$ cat src/rtl/alu_share_arbiter.sv
// Two-port valid/ready front end that time-shares one combinational ALU.
// Operands and results are registered, so the ALU sits between two flop stages.
module alu_share_arbiter #(
  parameter int unsigned DATA_WIDTH = 32
) (
  input  logic                  clk,
  input  logic                  rst_n,
  input  logic                  req0_valid,
  output logic                  req0_ready,
  input  logic [DATA_WIDTH-1:0] req0_A,
  input  logic [DATA_WIDTH-1:0] req0_B,
  input  logic [2:0]            req0_op,
  output logic                  resp0_valid,
  input  logic                  resp0_ready,
  output logic [DATA_WIDTH-1:0] resp0_result,
  output logic [2:0]            resp0_flags,
  input  logic                  req1_valid,
  output logic                  req1_ready,
  input  logic [DATA_WIDTH-1:0] req1_A,
  input  logic [DATA_WIDTH-1:0] req1_B,
  input  logic [2:0]            req1_op,
  output logic                  resp1_valid,
  input  logic                  resp1_ready,
  output logic [DATA_WIDTH-1:0] resp1_result,
  output logic [2:0]            resp1_flags,
  output logic [DATA_WIDTH-1:0] alu_A,
  output logic [DATA_WIDTH-1:0] alu_B,
  output logic [2:0]            alu_op,
  input  logic [DATA_WIDTH-1:0] alu_result,
  input  logic                  alu_overflow,
  input  logic                  alu_carryout,
  input  logic                  alu_zero,
  output logic                  busy
);

  localparam logic [1:0] IDLE = 2'd0;
  localparam logic [1:0] EXEC = 2'd1;
  localparam logic [1:0] RESP = 2'd2;

  logic [1:0]            state;
  logic [1:0]            state_nx;
  logic                  grant;
  logic                  grant_nx;
  logic                  last_grant;
  logic                  accept;
  logic                  resp_done;
  logic [DATA_WIDTH-1:0] result_q;
  logic [2:0]            flags_q;

  // One shared result register feeds both response ports; only the granted valid rises.
  assign resp0_result = result_q;
  assign resp1_result = result_q;
  assign resp0_flags  = flags_q;
  assign resp1_flags  = flags_q;

  // Next state, round-robin pick and the combinational request ready.
  always_comb begin
    state_nx   = state;
    grant_nx   = 1'b0;
    accept     = 1'b0;
    resp_done  = 1'b0;
    req0_ready = 1'b0;
    req1_ready = 1'b0;
    case (state)
      IDLE: begin
        if (req0_valid && req1_valid) grant_nx = ~last_grant;
        else                          grant_nx = req1_valid;
        if (req0_valid || req1_valid) begin
          accept     = 1'b1;
          req0_ready = ~grant_nx;
          req1_ready = grant_nx;
          state_nx   = EXEC;
        end
      end
      EXEC: state_nx = RESP;
      RESP: begin
        resp_done = grant ? resp1_ready : resp0_ready;
        if (resp_done) state_nx = IDLE;
      end
      default: state_nx = IDLE;
    endcase
  end

  // State, operand, result and handshake registers.
  always_ff @(posedge clk) begin
    if (!rst_n) begin
      state       <= IDLE;
      grant       <= 1'b0;
      last_grant  <= 1'b1;
      alu_A       <= '0;
      alu_B       <= '0;
      alu_op      <= 3'd0;
      result_q    <= '0;
      flags_q     <= 3'd0;
      resp0_valid <= 1'b0;
      resp1_valid <= 1'b0;
      busy        <= 1'b0;
    end else begin
      state <= state_nx;
      busy  <= (state_nx != IDLE);
      if (accept) begin
        grant  <= grant_nx;
        alu_A  <= grant_nx ? req1_A  : req0_A;
        alu_B  <= grant_nx ? req1_B  : req0_B;
        alu_op <= grant_nx ? req1_op : req0_op;
      end
      if (state == EXEC) begin
        result_q    <= alu_result;
        flags_q     <= {alu_overflow, alu_carryout, alu_zero};
        resp0_valid <= ~grant;
        resp1_valid <= grant;
      end
      if (resp_done) begin
        resp0_valid <= 1'b0;
        resp1_valid <= 1'b0;
        last_grant  <= grant;
      end
    end
  end

endmodule

$ cat config.mk
export PLATFORM = sky130hd
export DESIGN_NAME = alu_share_arbiter
export DESIGN_NICKNAME = d
export VERILOG_FILES = /design/src/rtl/alu_share_arbiter.sv
export SDC_FILE = /design/constraint.sdc
export NUM_CORES = 1
export LEC_CHECK = 0
export CAP_MARGIN = 20
export CELL_PAD_IN_SITES_DETAIL_PLACEMENT = 1
export CELL_PAD_IN_SITES_GLOBAL_PLACEMENT = 2
export CORE_MARGIN = 10
export CORE_UTILIZATION = 22
export DETAILED_ROUTE_END_ITERATION = 12
export GPL_TIMING_DRIVEN = 0
export PLACE_DENSITY_LB_ADDON = 0.1
export SLEW_MARGIN = 15
export SYNTH_ARGS = -nofsm -noshare
export SYNTH_HDL_FRONTEND = slang
export SYNTH_SLANG_ARGS = --single-unit
$ cat constraint.sdc
create_clock -name clk -period 3.14 [get_ports clk]
set_input_delay 0.471 -clock clk [delete_from_list [all_inputs] [get_ports clk]]
set_output_delay 0.471 -clock clk [all_outputs]
set_load 0.005 [all_outputs]
==> run summary <==
FF-to-FF path depth: 4
Flop pwr share: 40.3%
top sig layer: met4
Worst Setup Start Kind: input pin
post-route cell area: 0.00915 mm²
CP required: 2.67 ns
most common cell after layout, fill and taps aside: clkdlybuf4s50_1
synthesized area: 0.00531 mm²
Skew-Pair Late Insertion Delay: 0.36 ns
non-filler cells, final: 1,266
DRT met1 WL: 10.7 mm
most used cell, CP: clkdlybuf4s50_1
Comb power frac: 31.4%
TritonCTS buffer count: 9
Slew Limit Fails: 0
DR vias: 5,722
total iterations of the first detailed-routing run: 4
die width: 175 µm
max cap viols: 0
Setup violations, final: 0
syn nets: 789
# nets final: 1,116
average wire per standard cell: 19.9 µm
placed inst area: 0.00887 mm²
fillers: 2,773
gpl congestion: 0.729
Ys Warns: 0
Sink Count: 109
global-route wire length before repair: 37.9 mm
metal3 WL: 2.35 mm
pwr/cell area: 435 mW/mm²
remaining antenna violation count: 0
CP max FO: 10
Total GRT Usage: 15.6%
cells along the critical path: clkdlybuf4s50_1, a211oi_4, buf_6, and2_1, clkdlybuf4s50_1
Leakage Power: 3.50 nW
core area: 0.0236 mm²
run status: completed
Worst Path Class, Setup: input pin to output port
Worst Hold Class: flop to flop
Die Height: 175 µm
Sw Share: 29.8%
Max Freq: 0.329 GHz
Yosys reg bits: 109
multi-input combinational cell area: 0.00237 mm²
largest net degree at the start of global routing: 19
DR WL met2: 11.8 mm
initial antenna violation count: 2
peak supply drop: 176 µV
internal power: 2.79 mW
slowest cell delay on critical path: 0.72 ns
skew final: 0.0140 ns
drt total wl: 25.1 mm
Place WS: -0.127 ns
clk root buf: clkbuf_16
GRT overflow: 0
vias in the first global route: 6,126
worst slew pin tran: 0.753 ns
hold path cells: 2
syn avg cell area: 8.64 µm²
Starting Density: 22.5%
Max H-tree Level: 3
RSZ-0062 raised after global routing: no
Vias/cell: 4.52
slack of the critical path: 0.0976 ns
crit path time final: 3.04 ns
CP max-delay cell: a211oi_4
crit share post-route: 96.9%
Area Growth Syn to Fin: 72.4%
Boundary Pins: 317
Reg area: 0.00218 mm²
commonest cells after routing, fill and taps aside: 316 x clkdlybuf4s50_1, 109 x dfxtp_1, 75 x nand2_1
Initial DRC Count: 185
Rows: 56
Cells after DPL: 1,249
final core occ: 38.7%
switching pwr: 1.19 mW
worst-case clock buffer depth: 2
TritonCTS clock tree: built
Post-CTS Setup Bufs: 0
total power: 3.98 mW
register area share after synthesis: 41.1%
Critical Path Sink Type: output port
Port Buf Inserts: 316
CP arrival: 2.57 ns
layout cells sized above 1: 8.77%
Die ar.: 0.0307 mm²
clock-pin slew on the worst setup and hold paths: 0.07 ns
post-synthesis cell count: 614
Fin. Hold Viols: 0
Residual DRC: 0
Clock Power Share: 28.3%
Synth cell types: 29
Slew Limit Headroom: 49.6%
Post-DP HPWL: 19.6 mm
Yosys cell counts, drive strengths merged:
cell type / number / area (µm²)
o221a: 1 / 11.3
nor2: 4 / 15.0
nand3b: 1 / 7.51
clkbuf: 35 / 134
inv: 45 / 169
nand2b: 4 / 25.0
o311a: 22 / 220
and3: 22 / 138
o32ai: 45 / 394
o21ai: 4 / 23.8
and2: 2 / 12.5
nor2b: 3 / 18.8
o21bai: 22 / 165
or2: 1 / 6.26
mux2i: 1 / 10.0
a21oi: 50 / 250
dfxtp: 109 / 2180
a211oi: 1 / 20.0
buf: 64 / 448
nand2: 75 / 282
a21boi: 58 / 435
a22oi: 45 / 338
timing repair:
item / in CTS / in global routing
resized for setup: 1 / 0
endpoints found under the setup margin: 1 / 0
hold buffers: 0 / 0
hold endpoints to repair: 0 / 0
power by group through the flow:
stage / Clock [mW] / Sequential, mW / Combinational (mW)
after global routing: 1.24 / 1.63 / 1.37
after floorplan: 0 / 1.64 / 0.515
after detailed placement: 0 / 1.64 / 1.27
after global placement: 0 / 1.64 / 1.27
final: 1.13 / 1.61 / 1.25
after CTS: 1.19 / 1.61 / 1.28
worst paths after layout:
kind / start / slack (ns) / to
max: req0_valid / 0.1 / req1_ready
min: resp1_valid / 0.46 / resp1_valid
max reg2reg: state[0] / 1.28 / alu_B[30]
min reg2reg: resp1_valid / 0.46 / resp1_valid
layout make-up:
| type | instances | share of cell area, % |
|---|---|---|
| repair buffers | 316 | 34.6 |
| multi-input cells | 361 | 25.9 |
| flip-flops and latches | 109 | 23.9 |
| plain buffers | 99 | 6.38 |
| well taps | 319 | 4.36 |
| clock buffers | 9 | 2.46 |
| inverters | 45 | 1.85 |
| clock inverters | 7 | 0.534 |
| diodes | 1 | 0.0274 |
worst max-delay path, delay by kind of cell:
kind / cells / cell delay [ns]
buffers and inverters: 3 / 1.25
and+or+nand+nor: 1 / 0.13
AOI/OAI and AO/OA: 1 / 0.72
kinds of logic after synthesis:
family	count (synthesis)	synth area share (%)
muxes	1	0.189
AOI/OAI and AO/OA	248	35.0
buffers and inverters	144	14.2
and+or+nand+nor	112	9.50
DFF	109	41.1
metal layers:
metal	GRT usage (%)	vias to the layer above
met5	0	-
met4	4.17	0
met3	6.13	16
met2	26.0	207
met1	18.4	2671
li1	-	2828
sequential cells by signal, summed over array words and instances (netlist names):
name / count
alu_A: 32
alu_B: 32
resp0_result: 32
alu_op: 3
resp0_flags: 3
state: 2
busy: 1
grant: 1
last_grant: 1
resp0_valid: 1
resp1_valid: 1
through the flow:
| stage | TNS, ns | hold WS, ns |
|---|---|---|
| 2_1_floorplan | 0 | 0.451 |
| 3_3_place_gp | -0.109 | 0.445 |
| 3_5_place_dp | -0.127 | 0.449 |
| 4_1_cts | 0 | 0.460 |
| 5_1_grt | 0 | 0.474 |
| 6_report | 0 | 0.457 |
Power figures use the tool's default switching activity.
